`config.mk`:
```
export PLATFORM = sky130hd
export DESIGN_NAME = arb_xfer_ctrl_flat
export DESIGN_NICKNAME = d
export VERILOG_FILES = /design/src/rtl/arb_xfer_pkg.sv /design/src/rtl/arb_xfer_ctrl_if.sv /design/src/rtl/arb_xfer_ctrl_onehot_enc.sv /design/src/rtl/arb_xfer_ctrl.sv /design/src/flat_wrapper.sv
export SDC_FILE = /design/constraint.sdc
export NUM_CORES = 1
export LEC_CHECK = 0
export CELL_PAD_IN_SITES_DETAIL_PLACEMENT = 2
export CELL_PAD_IN_SITES_GLOBAL_PLACEMENT = 2
export CORE_MARGIN = 3
export CORE_UTILIZATION = 26
export DETAILED_ROUTE_END_ITERATION = 8
export PLACE_DENSITY_LB_ADDON = 0.3
export SLEW_MARGIN = 20
export SYNTH_ARGS = -nofsm -noshare
export SYNTH_HDL_FRONTEND = slang
export SYNTH_SLANG_ARGS = --single-unit
```
`constraint.sdc`:
```
create_clock -name clk -period 3.3 [get_ports clk]
set_input_delay 0.495 -clock clk [delete_from_list [all_inputs] [get_ports clk]]
set_output_delay 0.495 -clock clk [all_outputs]
set_load 0.01 [all_outputs]
```
`src/rtl/arb_xfer_pkg.sv`:
```
// arb_xfer_pkg: shared client count, client id type and controller state encoding
package arb_xfer_pkg;
  localparam int NUM_CLIENTS = 4;
  typedef logic [1:0] client_id_t;
  typedef enum logic [1:0] {IDLE = 2'd0, XFER = 2'd1, DONE = 2'd2} state_t;
endpackage

```
`src/rtl/arb_xfer_ctrl_if.sv`:
```
// arb_xfer_ctrl_if: beat stream toward the sink; carries out_par only when ARB_XFER_PARITY_EN is defined
interface arb_xfer_ctrl_if #(parameter int DATA_W = 8);
  import arb_xfer_pkg::*;
  logic out_valid;
  logic out_ready;
  logic out_last;
  logic [DATA_W-1:0] out_data;
  client_id_t out_id;
`ifdef ARB_XFER_PARITY_EN
  logic out_par;
  modport master(output out_valid, out_data, out_id, out_last, out_par, input out_ready);
  modport slave(input out_valid, out_data, out_id, out_last, out_par, output out_ready);
`else
  modport master(output out_valid, out_data, out_id, out_last, input out_ready);
  modport slave(input out_valid, out_data, out_id, out_last, output out_ready);
`endif
endinterface

```
`src/rtl/arb_xfer_ctrl_onehot_enc.sv`:
```
// onehot_enc: 4 grant lines to 2-bit id with exactly-one and two-or-more flags
module onehot_enc
  import arb_xfer_pkg::*;
(
  input  logic [NUM_CLIENTS-1:0] grant,
  output client_id_t             id,
  output logic                   valid,
  output logic                   multi
);
  logic [2:0] n;
  // population count drives both flags; id is meaningful only when valid
  always_comb begin
    n = 3'(grant[0]) + 3'(grant[1]) + 3'(grant[2]) + 3'(grant[3]);
    valid = n == 3'd1;
    multi = n >= 3'd2;
    id = grant[3] ? 2'd3 : grant[2] ? 2'd2 : grant[1] ? 2'd1 : 2'd0;
  end
endmodule

```
`src/rtl/arb_xfer_ctrl.sv`:
```
// arb_xfer_ctrl: latches a one-hot grant and streams BURST_LEN beats from that client; ARB_XFER_PARITY_EN adds out_par
module arb_xfer_ctrl
  import arb_xfer_pkg::*;
#(
  parameter int DATA_W    = 8,
  parameter int BURST_LEN = 4
) (
  input  logic              clk,
  input  logic              rst,
  input  logic              client0,
  input  logic              client1,
  input  logic              client2,
  input  logic              client3,
  input  logic [DATA_W-1:0] data0,
  input  logic [DATA_W-1:0] data1,
  input  logic [DATA_W-1:0] data2,
  input  logic [DATA_W-1:0] data3,
  arb_xfer_ctrl_if.master   bus,
  output logic              done0,
  output logic              done1,
  output logic              done2,
  output logic              done3,
  output logic              busy,
  output logic              err
);
  localparam logic [3:0] LAST = 4'(BURST_LEN - 1);
  logic [DATA_W-1:0] data_a [NUM_CLIENTS];
  client_id_t enc_id;
  logic enc_valid, enc_multi;
  state_t state_q, state_d;
  client_id_t id_q, id_d;
  logic [3:0] cnt_q, cnt_d;
  logic [DATA_W-1:0] data_q, data_d;
  logic valid_q, valid_d, last_q, last_d, busy_q, busy_d, err_q, err_d;
  logic [NUM_CLIENTS-1:0] done_q, done_d;
  assign data_a[0] = data0;
  assign data_a[1] = data1;
  assign data_a[2] = data2;
  assign data_a[3] = data3;
  onehot_enc u_enc (
    .grant({client3, client2, client1, client0}),
    .id(enc_id),
    .valid(enc_valid),
    .multi(enc_multi)
  );
  // next-state: grants are only looked at in IDLE, so a latched burst always runs to completion
  always_comb begin
    state_d = state_q;
    id_d = id_q;
    cnt_d = cnt_q;
    data_d = data_q;
    valid_d = valid_q;
    last_d = last_q;
    err_d = err_q;
    done_d = '0;
    if (state_q == IDLE) begin
      err_d = err_q | enc_multi;
      if (enc_valid) begin
        state_d = XFER;
        id_d = enc_id;
        cnt_d = '0;
        data_d = data_a[enc_id];
        valid_d = 1'b1;
        last_d = LAST == 4'd0;
      end
    end else if (state_q == XFER) begin
      if (bus.out_ready && last_q) begin
        state_d = DONE;
        valid_d = 1'b0;
        last_d = 1'b0;
        done_d[id_q] = 1'b1;
      end else if (bus.out_ready) begin
        cnt_d = cnt_q + 4'd1;
        data_d = data_a[id_q];
        last_d = (cnt_q + 4'd1) == LAST;
      end
    end else begin
      state_d = IDLE;
    end
    busy_d = state_d != IDLE;
  end
  // all state and outputs registered; rst discards any burst in flight without a done pulse
  always_ff @(posedge clk) begin
    if (rst) begin
      state_q <= IDLE;
      id_q <= '0;
      cnt_q <= '0;
      data_q <= '0;
      valid_q <= 1'b0;
      last_q <= 1'b0;
      busy_q <= 1'b0;
      err_q <= 1'b0;
      done_q <= '0;
    end else begin
      state_q <= state_d;
      id_q <= id_d;
      cnt_q <= cnt_d;
      data_q <= data_d;
      valid_q <= valid_d;
      last_q <= last_d;
      busy_q <= busy_d;
      err_q <= err_d;
      done_q <= done_d;
    end
  end
`ifdef ARB_XFER_PARITY_EN
  logic par_q;
  // parity tracks out_data so it changes on exactly the same edges
  always_ff @(posedge clk) begin
    if (rst) par_q <= 1'b0;
    else par_q <= ^data_d;
  end
  assign bus.out_par = par_q;
`endif
  assign bus.out_valid = valid_q;
  assign bus.out_data = data_q;
  assign bus.out_id = id_q;
  assign bus.out_last = last_q;
  assign {done3, done2, done1, done0} = done_q;
  assign busy = busy_q;
  assign err = err_q;
endmodule
```
`src/flat_wrapper.sv`:
```
// flat-port wrapper written by rule: the top's interface ports become plain ports
module arb_xfer_ctrl_flat import arb_xfer_pkg::*;
#(
  parameter int DATA_W    = 8,
  parameter int BURST_LEN = 4
)
  (clk, rst, client0, client1, client2, client3, data0, data1, data2, data3, done0, done1, done2, done3, busy, err, bus_out_valid, bus_out_data, bus_out_id, bus_out_last, bus_out_ready);
  arb_xfer_ctrl_if #(.DATA_W(DATA_W)) bus_i ();
  input  logic clk;
  input  logic rst;
  input  logic client0;
  input  logic client1;
  input  logic client2;
  input  logic client3;
  input  logic [DATA_W-1:0] data0;
  input  logic [DATA_W-1:0] data1;
  input  logic [DATA_W-1:0] data2;
  input  logic [DATA_W-1:0] data3;
  output logic done0;
  output logic done1;
  output logic done2;
  output logic done3;
  output logic busy;
  output logic err;
  output wire logic [$bits(bus_i.out_valid)-1:0] bus_out_valid;
  output wire logic [$bits(bus_i.out_data)-1:0] bus_out_data;
  output wire logic [$bits(bus_i.out_id)-1:0] bus_out_id;
  output wire logic [$bits(bus_i.out_last)-1:0] bus_out_last;
  input wire logic [$bits(bus_i.out_ready)-1:0] bus_out_ready;
  assign bus_out_valid = bus_i.out_valid;
  assign bus_out_data = bus_i.out_data;
  assign bus_out_id = bus_i.out_id;
  assign bus_out_last = bus_i.out_last;
  assign bus_i.out_ready = bus_out_ready;
  arb_xfer_ctrl #(.DATA_W(DATA_W), .BURST_LEN(BURST_LEN)) u_core (.clk(clk), .rst(rst), .client0(client0), .client1(client1), .client2(client2), .client3(client3), .data0(data0), .data1(data1), .data2(data2), .data3(data3), .bus(bus_i), .done0(done0), .done1(done1), .done2(done2), .done3(done3), .busy(busy), .err(err));
endmodule
```
## Word level (Yosys, flattened, before mapping)

Index checks and enable logic that the tools add are counted.

- Word-level logic and storage cells: 75
- Register bits: 24
- Output and inout bits: 18
- Bits of input ports: 39

- Reduce and logical (&&, ||, !) cells: 13
- Order comparisons: 5
- $add $sub $neg: 4
- Muxes and demuxes: 34
- Eq/ne operators: 5
- Bitwise gates (word level): 5

Operators by type and width:

| kind | count |
|---|---|
| $mux W8 | 9 |
| $bmux W8 S2 | 2 |
| $mux W4 | 5 |
| $mux W2 | 6 |
| $mux W1 | 11 |
| $reduce_bool A2 Y1 | 4 |
| $add A3 B1 Y3 | 2 |
| $ge A3 B3 Y1 const B | 2 |
| $not A2 Y3 | 2 |
| $reduce_and A3 Y1 | 2 |
| $add A4 B1 Y4 const B | 1 |
| $eq A4 B2 Y1 const B | 1 |
| $ne A2 B1 Y1 const B | 2 |
| $reduce_and A4 Y1 | 1 |
| $reduce_or A4 Y1 | 1 |
| $eq A3 B1 Y1 const B | 1 |
| $ge A3 B2 Y1 const B | 1 |
| $lt A2 B3 Y1 const B | 1 |
| $reduce_bool A3 Y1 | 1 |
| $add A1 B1 Y2 | 1 |
| $demux W1 S2 | 1 |
| $eq A2 B1 Y1 const B | 1 |
| $ge A2 B1 Y1 const B | 1 |
| $logic_and A1 B1 Y1 | 2 |
| other kinds (4) | 5 |

## Logic depth before layout (Yosys ltp)

- Word-level depth: 9
- Mapped depth: 9
- Depth with buffers taken out: 8

## By module

From an unflattened synthesis, not the netlist that was laid out.

- Cell total of the unflattened synthesis: 136
- Area, all modules: 1407.6 sq um

Modules (own cells, without submodules):

| module | sequential area each (sq um) | instances | area an instance (sq um) | cells each |
|---|---|---|---|---|
| arb_xfer_ctrl | 480.5 | 1 | 1292.5 | 121 |
| onehot_enc | 0.0 | 1 | 115.1 | 15 |

## Worst setup path before layout

OpenSTA, ideal clock, no wires.

- Path type: input to register
- Start: in client0
- End: reg u_core.data_q[1], in the netlist u_core.bus.out_data[1]
- Cell stages on the path: 9
- Arrival: 2.409 ns
- Slack: 0.771 ns
- Setup time: 0.120 ns
- Buffers on the path: 1
- Required time: 3.180 ns
- Path through: ha_1 -> fa_1 -> inv_1 -> ha_1 -> nor4b_4 -> o21ai_2 -> nor2b_4 -> buf_6 -> a211o_1

- Cells in the longest elaborated chain, start to end: 6

RTL lines:

| element | RTL line | source |
|---|---|---|
| start: declaration | flat_wrapper.sv:11 | `input logic client0;` |
| $add A1 B1 Y2 | arb_xfer_ctrl_onehot_enc.sv:13 | `n = 3'(grant[0]) + 3'(grant[1]) + 3'(grant[2]) + 3'(grant[3]);` |
| $add A3 B1 Y3 (2 in series) | arb_xfer_ctrl_onehot_enc.sv:13 |  |
| $eq A3 B1 Y1 | arb_xfer_ctrl_onehot_enc.sv:14 | `valid = n == 3'd1;` |
| $ne A2 B1 Y1 (no source line) | - |  |
| $reduce_and A4 Y1 (no source line) | - |  |
| end signal: assignment | arb_xfer_ctrl.sv:98 | `data_q <= data_d;` |
| end: declaration | arb_xfer_ctrl.sv:33 | `logic [DATA_W-1:0] data_q, data_d;` |

Every way passes these cells.
A chain may end at the register's enable or synchronous reset.

## Worst setup path in the final report

- Start: in client0
- End: reg u_core.id_q[0], in the netlist u_core.bus.out_id[0]

- Cells in the longest elaborated chain, start to end: 5

RTL lines:

| element | RTL line | source |
|---|---|---|
| $add A1 B1 Y2 | arb_xfer_ctrl_onehot_enc.sv:13 |  |
| $add A3 B1 Y3 (2 in series) | arb_xfer_ctrl_onehot_enc.sv:13 |  |
| $eq A3 B1 Y1 | arb_xfer_ctrl_onehot_enc.sv:14 |  |
| $reduce_and A2 Y1 (no source line) | - |  |
| end signal: assignment | arb_xfer_ctrl.sv:96 | `id_q <= id_d;` |
| end: declaration | arb_xfer_ctrl.sv:31 | `client_id_t id_q, id_d;` |

Every way passes these cells.

==> run_summary.xml <==
<?xml version="1.0" encoding="UTF-8"?>
<metrics>
  <group name="status">
    <metric name="outcome" unit="">completed</metric>
  </group>
  <group name="layout">
    <metric name="drive_above_1_share" unit="">0.0991</metric>
    <metric name="diodes_inserted" unit="">0</metric>
    <metric name="design_area" unit="mm^2">0.00223</metric>
    <metric name="area_delta_synth_final" unit="%">46.4</metric>
    <metric name="layout_commonest_cell" unit="">clkdlybuf4s50_1</metric>
    <metric name="layout.nets" unit="">258</metric>
    <metric name="final_cell_mix" unit="">clkdlybuf4s50_1 (56), dfxtp_1 (24), nor2_1 (11), nand2_1 (10)</metric>
  </group>
  <group name="routing">
    <metric name="m1WireLength" unit="mm">2.24</metric>
    <metric name="totalWireLength" unit="mm">5.32</metric>
    <metric name="wl_met3" unit="um">137</metric>
    <metric name="via_count" unit="">1494</metric>
    <metric name="drt_drc_violations_left" unit="">0</metric>
    <metric name="first_iter_violations" unit="">42</metric>
    <metric name="detail_route.wl_per_cell" unit="um">18.7</metric>
    <metric name="ant_nets" unit="">0</metric>
    <metric name="drt-pass1-iter-count" unit="">4</metric>
    <metric name="dr.max_layer_used" unit="">met4</metric>
    <metric name="detail_route.vias_per_cell" unit="">5.26</metric>
    <metric name="wl_met2" unit="mm">2.91</metric>
  </group>
  <group name="flow_run">
    <metric name="cap_viol_max_count" unit="">0</metric>
  </group>
  <group name="global_routing">
    <metric name="grt.overflow.total" unit="">0</metric>
    <metric name="grt_antenna_before_repair" unit="">0</metric>
    <metric name="grt_first_pass_wirelength" unit="mm">8.38</metric>
    <metric name="grt_start_max_net_pins" unit="">15</metric>
    <metric name="grtUsageTotal" unit="">0.163</metric>
    <metric name="grt_pass1_vias" unit="">1662</metric>
  </group>
  <group name="floorplanning">
    <metric name="dieArea" unit="mm^2">0.00683</metric>
    <metric name="rows" unit="">27</metric>
    <metric name="fp.dieW" unit="um">82.6</metric>
    <metric name="die_height" unit="um">82.6</metric>
    <metric name="ioPinCount" unit="">57</metric>
    <metric name="core_region_area" unit="mm^2">0.00561</metric>
    <metric name="initial_core_util" unit="">0.272</metric>
  </group>
  <group name="sta">
    <metric name="final.setup.tns" unit="ps">0</metric>
    <metric name="finalWorstSetupSlack" unit="ps">453</metric>
    <metric name="slew_headroom" unit="">0.527</metric>
    <metric name="rsz0062_at_grt" unit="">false</metric>
    <metric name="setup_viol" unit="">0</metric>
    <metric name="final_hold_viol_count" unit="">0</metric>
    <metric name="fin_crit_sh" unit="">0.863</metric>
    <metric name="post-route-min-period" unit="ps">2850</metric>
    <metric name="finClkSkew" unit="ps">9.22</metric>
    <metric name="fmax" unit="GHz">0.351</metric>
    <metric name="max_slew.worst_pin.slew" unit="ps">706</metric>
    <metric name="report.final.slew_viol_count" unit="">0</metric>
  </group>
  <group name="yosys">
    <metric name="syn_avg_cell_area" unit="um^2">9.85</metric>
    <metric name="synth_async_sr_flop_share" unit="">0</metric>
    <metric name="top_post_synthesis_cells_by_area" unit="">dfxtp_1 (31%), mux4_2 (8.9%), mux2i_1 (5.2%)</metric>
    <metric name="post-synth-top-area-cell" unit="">dfxtp_1</metric>
    <metric name="synthesis.nets" unit="">200</metric>
    <metric name="ys.warnings.count" unit="">0</metric>
    <metric name="synthDominantCellAreaShare" unit="">0.315</metric>
    <metric name="syn-instance-count" unit="">155</metric>
    <metric name="number_of_flops_mapped_to_enable_cells_by_yosys" unit="">0</metric>
    <metric name="postSynth.topFlopCell" unit="">dfxtp_1</metric>
    <metric name="synth.yosys.seq_area_share" unit="">0.315</metric>
    <metric name="post_synth_design_cell_area" unit="mm^2">0.00153</metric>
    <metric name="synthDistinctLibCells" unit="">48</metric>
    <metric name="synth-seq-cells" unit="">24</metric>
  </group>
  <group name="pwr">
    <metric name="power.total" unit="mW">0.934</metric>
    <metric name="share_seq_of_total_power" unit="">0.380</metric>
    <metric name="p_int" unit="mW">0.664</metric>
    <metric name="sw_frac_of_total" unit="">0.289</metric>
    <metric name="power.density" unit="mW/mm^2">418</metric>
    <metric name="largest_vdd_supply_drop" unit="uV">180</metric>
    <metric name="p_switching" unit="mW">0.270</metric>
    <metric name="pwr-share-clk" unit="">0.282</metric>
    <metric name="comb_power_share" unit="">0.338</metric>
    <metric name="cellLeakagePower" unit="nW">0.871</metric>
  </group>
  <group name="clocking">
    <metric name="numClockSinks" unit="">24</metric>
    <metric name="cts_hold_buffers" unit="">0</metric>
    <metric name="cts_inserted_buffers" unit="">3</metric>
    <metric name="post_cts_resize_count" unit="">0</metric>
    <metric name="postCtsSetupBuffers" unit="">0</metric>
    <metric name="cts.path.max_buffers" unit="">2</metric>
    <metric name="clock-root-buffer" unit="">clkbuf_8</metric>
    <metric name="path_clk_slew" unit="ps">100</metric>
    <metric name="cts_htree_levels" unit="">1</metric>
    <metric name="tritoncts_clock_tree" unit="">done</metric>
    <metric name="worst_skew_pair.late_latency" unit="ps">270</metric>
  </group>
  <group name="setup_path">
    <metric name="endpoint_of_the_worst_slack_reg_to_reg_timing_path" unit="">u_core.bus.out_data[2]</metric>
    <metric name="crit_required" unit="ps">3490</metric>
    <metric name="cp_cell_sequence" unit="">clkdlybuf4s50_1, ha_1, fa_1, inv_1, ha_1, or3b_1, nor3_2, nor2_1, a311oi_1</metric>
    <metric name="reg2reg_slack" unit="ps">1380</metric>
    <metric name="crit_fanout" unit="">5</metric>
    <metric name="critPathSlowestCell" unit="">or3b_1</metric>
    <metric name="worst-r2r-cell-count" unit="">4</metric>
    <metric name="critical_path.endpoint_type" unit="">flop</metric>
    <metric name="worstReg2RegStart" unit="">u_core.state_q[1]</metric>
    <metric name="worstSetupPathType" unit="">in -&gt; reg</metric>
    <metric name="critical_path_source_type" unit="">input pin</metric>
    <metric name="timing.critical_path.arrival" unit="ps">3030</metric>
    <metric name="critical-path-top-cell-by-count" unit="">ha_1</metric>
    <metric name="critical_path.max_stage_delay" unit="ps">430</metric>
  </group>
  <group name="place">
    <metric name="placedInstanceArea" unit="mm^2">0.00216</metric>
    <metric name="port-buffer-count" unit="">56</metric>
    <metric name="gp_congestion" unit="">0.772</metric>
    <metric name="hpwlAfterDp" unit="mm">4.28</metric>
    <metric name="pre_cts_slack" unit="ps">137</metric>
  </group>
  <group name="min_path">
    <metric name="hold-path-endpoint" unit="">u_core.bus.out_data[6]</metric>
    <metric name="worst_hold_path_type" unit="">reg -&gt; reg</metric>
    <metric name="holdPathStages" unit="">1</metric>
    <metric name="hold_path.startpoint" unit="">u_core.bus.out_data[6]</metric>
  </group>
</metrics>
critical path, delay by kind of cell:
kind | cells | cell delay, ps
buffers and inverters | 2 | 490
adder cells (fa/ha/maj) | 3 | 1000
AND/OR/NAND/NOR | 3 | 790
AO/OA/AOI/OAI | 1 | 250
cells by family after synthesis:
logic type	share of synthesized area
multiplexers	0.183
adder cells (fa/ha/maj)	0.0541
XOR/XNOR	0.0115
AO/OA/AOI/OAI	0.195
flip-flops	0.315
buffers and inverters	0.0459
AND/OR/NAND/NOR	0.196
worst max-delay path by stage:
| stage | startpoint | to | slack, ps | cells after the start |
|---|---|---|---|---|
| after CTS | client0 | u_core.bus.out_id[0] | 430 | 9 |
| after detailed placement | client1 | u_core.bus.out_id[0] | 140 | 9 |
| after global placement | client1 | u_core.bus.out_id[0] | 230 | 9 |
| final | client0 | u_core.bus.out_id[0] | 450 | 9 |
| after floorplan | client0 | u_core.bus.out_data[1] | 770 | 9 |
| after global routing | client1 | u_core.bus.out_data[3] | 280 | 9 |
flip-flops by register name (all words and copies together), names as in the netlist:
signal                cells
u_core.busy               1
u_core.err                1
u_core.state_q            2
u_core.cnt_q              4
u_core.bus.out_valid      1
u_core.bus.out_data       8
u_core.done_q             4
u_core.bus.out_id         2
u_core.bus.out_last       1
power by group through the flow:
stage                     combinational, mW  sequential [mW]  clock (mW)
after floorplan                       0.167            0.360           0
after global placement                0.309            0.360           0
after detailed placement              0.320            0.362           0
after CTS                             0.322            0.356       0.268
after global routing                  0.346            0.361       0.282
final                                 0.316            0.355       0.263
cells in the mapped netlist, types with 2 or more instances:
cell,n
or3_1,2
nand2_1,10
ha_1,5
inv_1,7
a21oi_1,7
a211o_1,6
a211oi_1,8
mux4_1,2
buf_2,2
mux2i_1,8
clkbuf_1,2
mux4_2,6
nor3b_1,2
dfxtp_1,24
nor2b_1,7
nor3_1,3
o22ai_1,6
xor2_1,2
nor2_1,11
o21ai_0,2
nand2b_1,3
nand3_1,3
buf_6,2
final cells by class:
| class | instances | area, um^2 |
|---|---|---|
| Clock inverter | 1 | 30.0 |
| Multi-Input combinational cell | 117 | 976 |
| Fill cell | 608 | 3370 |
| Inverter | 7 | 26.3 |
| Clock buffer | 3 | 41.3 |
| Tap cell | 72 | 90.1 |
| Timing Repair Buffer | 60 | 591 |
| Sequential cell | 24 | 480 |
routing by layer:
| metal | vias to the layer above | track usage |
|---|---|---|
| li1 | 705 | - |
| met5 | - | 0 |
| met2 | 31 | 0.305 |
| met1 | 754 | 0.193 |
| met4 | 0 | 0.0392 |
| met3 | 4 | 0.0217 |
through the flow:
stage,hold WS (ps),utilization,instances
floorplan,444,-,155
global placement,452,0.386,280
detailed placement,463,0.386,280
CTS,492,0.398,284
global route,517,0.398,284
finish,484,0.398,284
No activity file was read; power rests on OpenSTA's default activity.
